$ cat src/rtl/debounce_multi.sv
// ---------------------------------------------------------------------------
// debounce_multi
//
// Multi-channel push-button debouncer. Each channel has the following stages:
//   - optional pin inversion;
//   - a 2-FF synchroniser;
//   - counter-based stability qualification on a shared sample tick;
//   - registered edge pulses and a long-press pulse.
//
// Parameters:
//   N_CH         number of independent channels (>= 1)
//   SAMPLE_DIV   src_clk cycles per sample tick (>= 1, 1 = tick every cycle)
//   STABLE_TICKS consecutive differing ticks needed to accept a new level
//   LONG_TICKS   ticks the level must stay 1 before long_press fires
//   ACTIVE_LOW   1 = pins are active-low and are inverted before sync
//
// Ports:
//   src_clk        system clock, all state on its rising edge
//   rst_n          asynchronous active-low reset, clears every output
//   en             sample-tick enable, 0 freezes the tick and all qualification
//   pb_in          raw asynchronous button pins
//   level          debounced level, 1 = pressed
//   press          one-cycle pulse on a level 0->1 change
//   release_pulse  one-cycle pulse on a level 1->0 change ("release" is a
//                  reserved word in SystemVerilog, hence the longer name)
//   long_press     one-cycle pulse once a press has been held LONG_TICKS ticks
//   tick           shared sample tick, for observation
// ---------------------------------------------------------------------------
module debounce_multi #(
    parameter int N_CH         = 4,
    parameter int SAMPLE_DIV   = 50000,
    parameter int STABLE_TICKS = 10,
    parameter int LONG_TICKS   = 1000,
    parameter bit ACTIVE_LOW   = 1'b0
) (
    input  logic            src_clk,
    input  logic            rst_n,
    input  logic            en,
    input  logic [N_CH-1:0] pb_in,
    output logic [N_CH-1:0] level,
    output logic [N_CH-1:0] press,
    output logic [N_CH-1:0] release_pulse,
    output logic [N_CH-1:0] long_press,
    output logic            tick
);

    // Counter widths; a maximum of 0 still needs a 1-bit register.
    localparam int DIV_W  = (SAMPLE_DIV   > 1) ? $clog2(SAMPLE_DIV)   : 1;
    localparam int STAB_W = (STABLE_TICKS > 1) ? $clog2(STABLE_TICKS) : 1;
    localparam int HOLD_W = (LONG_TICKS   > 1) ? $clog2(LONG_TICKS)   : 1;

    localparam logic [DIV_W-1:0]  DIV_MAX  = DIV_W'(SAMPLE_DIV - 1);
    localparam logic [STAB_W-1:0] STAB_MAX = STAB_W'(STABLE_TICKS - 1);
    localparam logic [HOLD_W-1:0] HOLD_MAX = HOLD_W'(LONG_TICKS - 1);

    // ------------------------------------------------------------------
    // Shared sample tick
    // ------------------------------------------------------------------
    logic [DIV_W-1:0] div_cnt;
    logic             tick_cycle;

    assign tick_cycle = en && (div_cnt == DIV_MAX);
    // With SAMPLE_DIV=1 the counter sits at its maximum during reset, so the
    // observable tick is gated by rst_n to read 0 while reset is asserted.
    assign tick = tick_cycle && rst_n;

    always_ff @(posedge src_clk or negedge rst_n) begin
        if (!rst_n) begin
            div_cnt <= '0;
        end else if (en) begin
            // NOTE: state registers use non-blocking assignments so every
            // flop samples pre-edge values, independent of block ordering.
            div_cnt <= tick_cycle ? '0 : div_cnt + DIV_W'(1);
        end
    end

    // ------------------------------------------------------------------
    // Polarity and 2-FF synchroniser
    // ------------------------------------------------------------------
    logic [N_CH-1:0] pin_x;
    logic [N_CH-1:0] sync_1;
    logic [N_CH-1:0] sync_s;

    assign pin_x = ACTIVE_LOW ? ~pb_in : pb_in;

    always_ff @(posedge src_clk or negedge rst_n) begin
        if (!rst_n) begin
            sync_1 <= '0;
            sync_s <= '0;
        end else begin
            sync_1 <= pin_x;
            sync_s <= sync_1;
        end
    end

    // ------------------------------------------------------------------
    // Per-channel qualification, edge pulses and long press
    // ------------------------------------------------------------------
    for (genvar i = 0; i < N_CH; i++) begin : g_ch
        logic [STAB_W-1:0] stab_cnt;
        logic [HOLD_W-1:0] hold_cnt;
        logic              long_done;
        logic              level_q;
        logic              press_q;
        logic              release_q;
        logic              long_q;
        logic              differs;
        logic              accept;

        assign differs = sync_s[i] != level_q;
        // The new value has persisted for STABLE_TICKS ticks including this one.
        assign accept  = tick_cycle && differs && (stab_cnt == STAB_MAX);

        always_ff @(posedge src_clk or negedge rst_n) begin
            if (!rst_n) begin
                stab_cnt  <= '0;
                hold_cnt  <= '0;
                long_done <= 1'b0;
                level_q   <= 1'b0;
                press_q   <= 1'b0;
                release_q <= 1'b0;
                long_q    <= 1'b0;
            end else begin
                // Pulses default low, so each is exactly one cycle wide.
                press_q   <= accept && !level_q;
                release_q <= accept && level_q;
                long_q    <= 1'b0;

                if (tick_cycle) begin
                    if (!differs || accept) begin
                        stab_cnt <= '0;
                    end else begin
                        stab_cnt <= stab_cnt + STAB_W'(1);
                    end
                    if (accept) begin
                        level_q <= ~level_q;
                    end
                end

                // Hold counting starts on the tick after the press is accepted,
                // saturates at its maximum, and fires once per press on the
                // following tick. A tick that accepts a release never fires.
                if (!level_q) begin
                    hold_cnt  <= '0;
                    long_done <= 1'b0;
                end else if (tick_cycle && !accept) begin
                    if (hold_cnt != HOLD_MAX) begin
                        hold_cnt <= hold_cnt + HOLD_W'(1);
                    end else if (!long_done) begin
                        long_q    <= 1'b1;
                        long_done <= 1'b1;
                    end
                end
            end
        end

        assign level[i]         = level_q;
        assign press[i]         = press_q;
        assign release_pulse[i] = release_q;
        assign long_press[i]    = long_q;
    end

endmodule

$ cat config.mk
export PLATFORM = sky130hd
export DESIGN_NAME = debounce_multi
export DESIGN_NICKNAME = d
export VERILOG_FILES = /design/src/rtl/debounce_multi.sv
export SDC_FILE = /design/constraint.sdc
export NUM_CORES = 1
export LEC_CHECK = 0
export ABC_AREA = 1
export BUFFER_PORTS_ARGS = -buffer_cell sky130_fd_sc_hd__buf_4
export CAP_MARGIN = 20
export CELL_PAD_IN_SITES_DETAIL_PLACEMENT = 1
export CELL_PAD_IN_SITES_GLOBAL_PLACEMENT = 1
export CORE_AREA = 2 2 141 109
export CTS_CLUSTER_DIAMETER = 150
export DETAILED_ROUTE_END_ITERATION = 6
export DIE_AREA = 0 0 143 111
export HOLD_SLACK_MARGIN = 0.06
export PLACE_DENSITY = 0.81
export RECOVER_POWER = 25
export SLEW_MARGIN = 15
export SYNTH_ARGS = -nofsm -noshare
export SYNTH_HDL_FRONTEND = slang
export SYNTH_SLANG_ARGS = --single-unit
$ cat constraint.sdc
create_clock -name src_clk -period 1.8 [get_ports src_clk]
set_input_delay 0.18 -clock src_clk [delete_from_list [all_inputs] [get_ports src_clk]]
set_output_delay 0.18 -clock src_clk [all_outputs]
set_load 0.01 [all_outputs]
# --- Word level (Yosys, flattened, before mapping) ---
# Index checks and enable logic that the tools add are counted.
word_totals:
  register_bits: 100
  in_bits: 7
  output_inout_bits: 17
  elab_cells: 164
classes:
  addsub: 9
  eq_ne: 25
  n_mux: 45
  bitwise: 4
  reduce_logical: 50
ops:
  columns: ["operator", "count"]
  rows:
  - ["2-to-1 mux 10 bit", 12]
  - ["adder 10 x 1 -> 10 bit, second input constant", 4]
  - ["inequality test 10 bit, second input constant", 4]
  - ["2-to-1 mux 1 bit", 28]
  - ["AND reduction 2 bit", 12]
  - ["logical AND 1 bit", 22]
  - ["adder 16 x 1 -> 16 bit, second input constant", 1]
  - ["adder 4 x 1 -> 4 bit, second input constant", 4]
  - ["equality test 16 bit, second input constant", 1]
  - ["equality test 4 bit, second input constant", 4]
  - ["2-to-1 mux 16 bit", 1]
  - ["2-to-1 mux 4 bit", 4]
  - ["inequality test 2 x 1 -> 1 bit, second input constant", 8]
  - ["logical NOT 1 bit", 12]
  - ["inequality test 2 bit, second input constant", 4]
  - ["logical OR 1 bit", 4]
  - ["inequality test 1 bit", 4]
  - ["NOT 1 bit", 4]

# --- Logic depth before layout (Yosys ltp) ---
# Gate-level depths: netlist of the first run.
depth:
  ltp_word: 8
  mapped_depth: 11

# --- Least setup slack after synthesis of the first run ---
# No wires, ideal clock.
synth_timing:
  path_type: "reg2reg"
  from: "register g_ch[0].hold_cnt[0]"
  to: "register g_ch[0].hold_cnt[3]"
  setup_time_ps: 118
  arrival_ps: 1378
  setup_slack_ps: 303
  path_stages_with_launch: 9
  n_path_buf: 0
  period_less_slack_ps: 1497
  cell_sequence: "dfrtp_1 -> ha_1 -> nand2_1 -> inv_1 -> nand3_1 -> nor3_1 -> nor2_8 -> nand3b_1 -> nand2_1"
synth_via:
  elab_chain_len: 4
synth_rtl:
  columns: ["item", "line_no", "source"]
  rows:
  - ["start: declaration", "101", "logic [HOLD_W-1:0] hold_cnt;"]
  - ["start signal: assignment", "148", "hold_cnt <= hold_cnt + HOLD_W'(1);"]
  - ["adder 10 x 1 -> 10 bit", "148", null]
  - ["2-to-1 mux 10 bit", "147", "if (hold_cnt != HOLD_MAX) begin"]
  - ["2-to-1 mux 10 bit", "146", "end else if (tick_cycle && !accept) begin"]
  - ["2-to-1 mux 10 bit", "143", "if (!level_q) begin"]
# Parallel ways exist; a longest one is shown, timed or not. The select of a mux whose other input is x is not followed.
# A chain may end at the register's enable or synchronous reset.

# --- Worst setup path after layout of the first run ---
layout_timing:
  from: "register div_cnt[1]"
  to: "output port tick"
layout_via:
  elab_chain_len: 3
layout_rtl:
  columns: ["item", "line_no", "source"]
  rows:
  - ["start: declaration", "59", "logic [DIV_W-1:0] div_cnt;"]
  - ["start signal: assignment", "73", "div_cnt <= tick_cycle ? '0 : div_cnt + DIV_W'(1);"]
  - ["equality test 16 bit", "62", "assign tick_cycle = en && (div_cnt == DIV_MAX);"]
  - ["logical AND 1 bit", "62", null]
  - ["logical AND 1 bit", "65", "assign tick = tick_cycle && rst_n;"]
  - ["end: declaration", "44", "output logic tick"]
# Every way passes these cells.

==> impl_metrics.tcl, run 1 <==
set metrics [dict create \
    reg2reg_slack_ps 70 \
    clkSinkCount 100 \
    power.total_w 0.004803 \
    startpoint "div_cnt[1]" \
    syn-cell-area_um2 5710 \
    syn_nets 766 \
    cts_tree "done" \
    grt_pass1_wl_um 23550 \
    rows 39 \
    io_buffers 23 \
    endpoint_kind "primary output" \
    antenna_found_initial 0 \
    core_um2 14690 \
    start_util 0.3888 \
    slew_violations 0 \
    clock_latency_ps 350 \
    power_leakage_nw 3.382 \
    detail-route-antenna-nets 0 \
    cp_max_fo 5 \
    syn_inst 746 \
    hpwl_um 9537 \
    rsz0062_at_grt "yes" \
    instances_no_fill 1001 \
    synth-seq-cells 100 \
    status "complete, no violations" \
    dp_cells 971 \
    syn_to_final_growth_pct 16.56 \
    die_h_um 111 \
    htree_levels 3 \
    required_ps 1620 \
    ios 24 \
    critPathCapture "tick" \
    fin_setup_tns_ps 0 \
    ctsLongestPathBuffers 2 \
    firstDrtPassIters 4 \
    slowest_delay_ps 410 \
    yosysTopAreaCell "dfrtp_1" \
    final_hold_viol_count 0 \
    yosys_warnings 0 \
    drive_gt1_frac 0.1420 \
    avgSynthCellArea_um2 7.655 \
    grt_pass1_vias 5010 \
    die_x_um 143 \
    critPathSlowestCell "dfrtp_1" \
    dr.first_iter.drc_count 164 \
    reg2reg_from "div_cnt[1]" \
    worstPathCellList "ha_4 -> nand2_4 -> inv_2 -> nand2_2 -> nor2_4 -> nand2_4 -> nor2_4 -> buf_6" \
    synth_edf_count 0 \
    max_freq_mhz 561.3 \
    drc_errors 0 \
    grt_max_degree 101 \
    via_per_inst 4.864 \
    reg2reg_to "g_ch[2].hold_cnt[5]" \
    cts_root_buf "clkbuf_16" \
    relSlewSlack 0.3919 \
    synth_cell_types 36 \
    ys.flop_type "dfrtp_1" \
    worstHoldPathType "primary input to flop" \
    path_class "flop to primary output" \
    power_density_nw_per_um2 721.6 \
    globalplace.congestion 0.7896 \
    wl_per_cell_um 13.88 \
    dpl_cell_area_um2 6125 \
    hp-start "en" \
    ys_seq_area_frac 0.4382 \
    grt_usage 0.1818 \
    cts_made_buffers 9 \
    min_period_over_period 0.9898 \
    totalWireLength_um 13890 \
    fin_nets 811 \
    fin_area_um2 6656 \
    async_flop_share 1.000 \
    die_area_um2 15870 \
    num_vias 4869 \
    synth_area_leaders "dfrtp_1 44%, nand2_1 13%, nand3_1 7.2%" \
    rr_worst_depth 12 \
    synth_top_cell_area_share 0.4382 \
    grt_overflow 0 \
    irDropWorstVdd_uv 436.8 \
    fin_util 0.4532 \
    max_slew.worst_pin.slew_ps 912.2 \
    cp.arrival_ps 1600 \
    critPathLaunchType "flop" \
    setup_viol 0 \
    fin_worst_skew_ps 11.23 \
    clk_pin_slew_worst_paths_ps 70 \
    n_antenna_cell 0 \
    period_minus_slack_ps 1782 \
    drv_cap 0 \
]
==> layout by cell type (no fill, tap or decap), types with 4 or more instances in the layout <==
cell type,count
nand3_2,5
ha_1,12
clkbuf_16,9
nand2_4,5
nand4_1,31
xor2_1,20
o21ai_0,14
nand3b_1,9
inv_1,84
nor2_1,79
a21oi_1,6
inv_2,5
clkbuf_4,4
o21bai_1,4
nand2_1,205
dlygate4sd3_1,5
dfrtp_1,99
nor3_1,20
nand3_1,80
buf_6,6
buf_4,54
==> power by group <==
group          internal (W)  total [W]  switching, W
Combinational      0.000180   0.000435      0.000255
Clock              0.000973    0.00192      0.000950
Sequential          0.00233    0.00245      0.000116
Total               0.00348    0.00480       0.00132
==> worst min-delay path by stage <==
stage / depth (start not counted) / endpoint / slack, ps
final: 3 / div_cnt[13] / 230
after CTS: 3 / div_cnt[0] / 230
after detailed placement: 1 / sync_1[1] / 290
after global routing: 3 / div_cnt[0] / 260
after floorplan: 0 / div_cnt[0] / -120
after global placement: 1 / sync_1[1] / 290
==> layout make-up <==
class	instances	area, um2
inverters	89	334.1
clock buffers	9	225.2
clock inverters	7	68.82
flip-flops and latches	100	2504
multi-input cells	521	2711
well taps	205	256.5
repair buffers	70	556.8
fillers	1807	8031
==> cell families after synthesis <==
kind of cell | count (synthesis) | share of synthesized area
AOI/OAI and AO/OA | 29 | 0.02827
xor gates and xnor gates | 21 | 0.03221
adders and majority gates | 13 | 0.02848
buffers and inverters | 125 | 0.1067
DFF | 100 | 0.4382
muxes | 3 | 0.005259
and+or+nand+nor | 455 | 0.3609
==> state kept, by name, indices dropped and copies added (netlist names) <==
signal / count
g_ch.stab_cnt: 16
g_ch.hold_cnt: 40
g_ch.long_q: 4
g_ch.level_q: 4
div_cnt: 16
g_ch.long_done: 4
g_ch.press_q: 4
g_ch.release_q: 4
sync_s: 4
sync_1: 4
==> stage by stage <==
step                      hold slack [ps]  setup slack (ps)
final                               234.2             18.35
after CTS                           226.8            -6.618
after global routing                265.0            -54.10
after floorplan                    -115.6             303.3
after detailed placement            290.3            -61.58
after global placement              290.4             37.53
==> repair_timing <==
| item | CTS | global route |
|---|---|---|
| gates resized for setup | 6 | 21 |
| setup buffers | 3 | 6 |
| hold buffers | 5 | 0 |
| setup endpoints to repair | 33 | 45 |
| pin swaps | 2 | 8 |
| endpoints found under the hold margin | 104 | 0 |
==> worst max-delay path: cells and delay by family, from the launching register on <==
kind / cells / cell delay (ps)
simple gates: 5 / 480
fa+ha+maj: 1 / 170
flops: 1 / 410
buf+inv: 2 / 190
==> cell usage after synthesis, types with 9 or more instances <==
library cell,instances
dfrtp_1,100
nand4_1,31
xor2_1,20
nand3_1,82
nand2_2,10
inv_1,84
o21ai_0,14
buf_4,20
nor2_1,82
ha_1,13
nand2_1,205
nand3b_1,9
nor3_1,21
==> per-layer routing <==
metal | vias to the layer above | track usage | part of all wire
li1 | 2463 | - | -
met1 | 2352 | 0.2553 | 0.49
met2 | 43 | 0.2935 | 0.48
met3 | 11 | 0.03110 | 0.022
met4 | 0 | 0.04158 | 0.0097
met5 | - | 0 | 0
(Power assumes the default switching activity.)
==> run 2, diff against run 1 <==
--- a/config.mk
+++ b/config.mk
@@ -5,17 +5,17 @@
 export SDC_FILE = /design/constraint.sdc
 export NUM_CORES = 1
 export LEC_CHECK = 0
-export ABC_AREA = 1
 export BUFFER_PORTS_ARGS = -buffer_cell sky130_fd_sc_hd__buf_4
 export CAP_MARGIN = 20
 export CELL_PAD_IN_SITES_DETAIL_PLACEMENT = 1
 export CELL_PAD_IN_SITES_GLOBAL_PLACEMENT = 1
-export CORE_AREA = 2 2 141 109
+export CORE_AREA = 2 2 133 103
+export CTS_BUF_LIST = sky130_fd_sc_hd__clkbuf_8
 export CTS_CLUSTER_DIAMETER = 150
 export DETAILED_ROUTE_END_ITERATION = 6
-export DIE_AREA = 0 0 143 111
+export DIE_AREA = 0 0 135 105
 export HOLD_SLACK_MARGIN = 0.06
-export PLACE_DENSITY = 0.81
+export PLACE_DENSITY = 0.77
 export RECOVER_POWER = 25
 export SLEW_MARGIN = 15
 export SYNTH_ARGS = -nofsm -noshare
==> impl_metrics.tcl, run 2 <==
set metrics [dict create \
    reg_top3 "g_ch.hold_cnt: 40 flops, div_cnt: 16 flops, g_ch.stab_cnt: 16 flops" \
    min_period_over_period 1.143 \
    max_freq_mhz 486.0 \
    grt_max_degree 44 \
    final_hold_viol_count 0 \
    fin_area_um2 6590 \
    syn_nets 509 \
    layout_common_cells "100 x dfrtp_1, 62 x buf_4, 50 x nand2_1" \
    cts_tree "done" \
    yosysMostFrequentCell "dfrtp_1" \
    status "complete, but fails checks" \
    synthTopCellsByCount "100 x dfrtp_1, 53 x nand2_1, 29 x nor2_1, 28 x xor2_1, 26 x o21ai_0" \
    grt_overflow 0 \
    violations "setup timing" \
    fin_worst_hold_slack_ps 90.05 \
    io_buffers 23 \
    slowest_delay_ps 420 \
    instances_no_fill 734 \
    hp-start "en" \
    pre_cts_slack_ps -159.8 \
    min_to "div_cnt[1]" \
    syn_inst 489 \
    drv_cap 0 \
    rows 36 \
    rsz0062_at_grt "yes" \
    critPathSlowestCell "dfrtp_1" \
    drive_gt1_frac 0.3268 \
    power_density_nw_per_um2 666.1 \
    die_area_um2 14180 \
    async_flop_share 1.000 \
    endpoint_kind "flop" \
    via_per_inst 5.315 \
    n_antenna_cell 0 \
    wl_per_cell_um 17.67 \
    crit_buf_inv 3 \
    yosysTopAreaCell "dfrtp_1" \
    ys_seq_area_frac 0.4941 \
    clk_pin_slew_worst_paths_ps 100 \
    final_common_cell "dfrtp_1" \
    reg2reg_from "div_cnt[10]" \
    setup_viol 57 \
    clkSinkCount 100 \
    avgSynthCellArea_um2 10.36 \
    synth_edf_count 0 \
    fin_worst_skew_ps 3.353 \
    drc_errors 0 \
    synth_area_leaders "dfrtp_1 49%, xor2_1 4.8%, nand2_1 3.9%" \
    n_fill_cell 1371 \
    fin_setup_tns_ps -7298 \
    cts_made_buffers 9 \
    syn_to_final_growth_pct 30.11 \
    dpl_cell_area_um2 5608 \
    setup_ws_ps -257.7 \
    required_ps 2060 \
    ctsLongestPathBuffers 2 \
    synth-seq-cells 100 \
    relSlewSlack 0.5353 \
    ios 24 \
    firstDrtPassIters 4 \
    crit_top_cell "buf_4" \
    reg2reg_to "g_ch[1].level_q" \
    htree_levels 3 \
    slew_violations 0 \
    regMostFlops "g_ch.hold_cnt" \
    die_h_um 105 \
    largest_register_ffs 40 \
    max_slew.worst_pin.slew_ps 697.0 \
    ys.flop_type "dfrtp_1" \
    hpwl_um 7950 \
    cp_max_fo 5 \
    hold_depth 3 \
    path_class "flop to flop" \
    grt_usage 0.1813 \
    detail-route-antenna-nets 0 \
    worstHoldPathType "primary input to flop" \
    dp_cells 694 \
    antenna_found_initial 0 \
    globalplace.congestion 0.8111 \
    cts_root_buf "clkbuf_8" \
    critPathLaunchType "flop" \
    irDropWorstVdd_uv 529.4 \
    core_um2 12790 \
    power_leakage_nw 3.123 \
    syn-cell-area_um2 5065 \
    period_minus_slack_ps 2058 \
    worstPathCellList "nor4b_4 -> buf_4 -> nand4_4 -> buf_4 -> buf_6 -> or2_4 -> mux2_2" \
    num_vias 3901 \
    yosys_warnings 0 \
    grt_pass1_vias 4133 \
    start_util 0.3959 \
    reg2reg_slack_ps -260 \
    rr_worst_depth 7 \
    clock_latency_ps 370 \
    path_delay_family "simple AND/OR/NAND/NOR gates" \
    dr.first_iter.drc_count 144 \
    synth_top_cell_area_share 0.4941 \
    die_x_um 135 \
    cp.arrival_ps 2320 \
    fin_nets 578 \
    grt_pass1_wl_um 20770 \
    totalWireLength_um 12970 \
    synth_cell_types 52 \
]
## run 2: cell count changes after synthesis, sizes merged, moves of 13 or more
cell   before  now
and3        0   13
nand3      88   16
nor4        2   17
and2        0   21
xnor2       1   14
o21ai      15   30
nor2       86   29
nand2     215   53
inv        89    8
nand4      31   16
## run 2: worst min-delay path, stage by stage
cell and delay, ps:
buf_4 120, nand3_2 80, o21ai_2 50
## run 2: per-layer routing
metal	global-route usage	wire length, um	share of wire	vias up
met4	0.03646	155	0.012	0
met3	0.03590	381	0.029	16
met5	0	0	0	-
met2	0.3024	6526	0.50	46
li1	-	-	-	1847
met1	0.2461	5909	0.46	1992
## run 2: worst max-delay path by stage
stage	depth (start not counted)	start	to	slack, ps
finish	7	div_cnt[10]	g_ch[1].level_q	-260
global route	7	div_cnt[10]	g_ch[0].hold_cnt[7]	-340
CTS	7	div_cnt[1]	tick	-190
detailed placement	6	div_cnt[7]	g_ch[2].hold_cnt[0]	-160
global placement	6	div_cnt[7]	g_ch[0].hold_cnt[0]	-70
floorplan	7	div_cnt[0]	g_ch[3].hold_cnt[3]	6
## run 2: cell families (layout without fill, tap and decap cells)
kind of cell,after synthesis,count (layout),synth area share
AOI/OAI and AO/OA,53,53,0.06473
xor gates and xnor gates,42,42,0.07263
muxes,14,14,0.02965
adders and majority gates,13,13,0.03212
and+or+nand+nor,224,224,0.2584
DFF,100,100,0.4941
buffers and inverters,43,117,0.04842
## run 2: stage by stage
| stage | power, W | util |
|---|---|---|
| final | 0.004389 | 0.5152 |
| after floorplan | 0.002574 | - |
| after detailed placement | 0.002770 | 0.4384 |
| after global placement | 0.002739 | 0.4384 |
| after global routing | 0.004588 | 0.5152 |
| after CTS | 0.004406 | 0.4871 |
## run 2: area by class of cell
| class | instances | area (um2) | share of cell area |
|---|---|---|---|
| multi-input cells | 346 | 2805 | 0.4257 |
| flip-flops and latches | 100 | 2502 | 0.3797 |
| repair buffers | 93 | 823.3 | 0.1249 |
| well taps | 171 | 214.0 | 0.03247 |
| clock buffers | 9 | 123.9 | 0.01880 |
| clock inverters | 7 | 91.34 | 0.01386 |
| inverters | 8 | 30.03 | 0.004557 |
## run 2: where the power goes
| group | internal [W] | switching, W |
|---|---|---|
| clock | 0.000779 | 0.000811 |
| sequential | 0.00233 | 0.0000648 |
| combinational | 0.000208 | 0.000202 |
| total | 0.00331 | 0.00108 |
## run 2: timing repair
item	4_1_cts	5_1_grt
pin swaps	13	26
setup endpoints to repair	51	73
hold buffers	6	0
resized for setup	54	75
gates cloned	1	0
hold endpoints to repair	26	0
buffers inserted	11	8
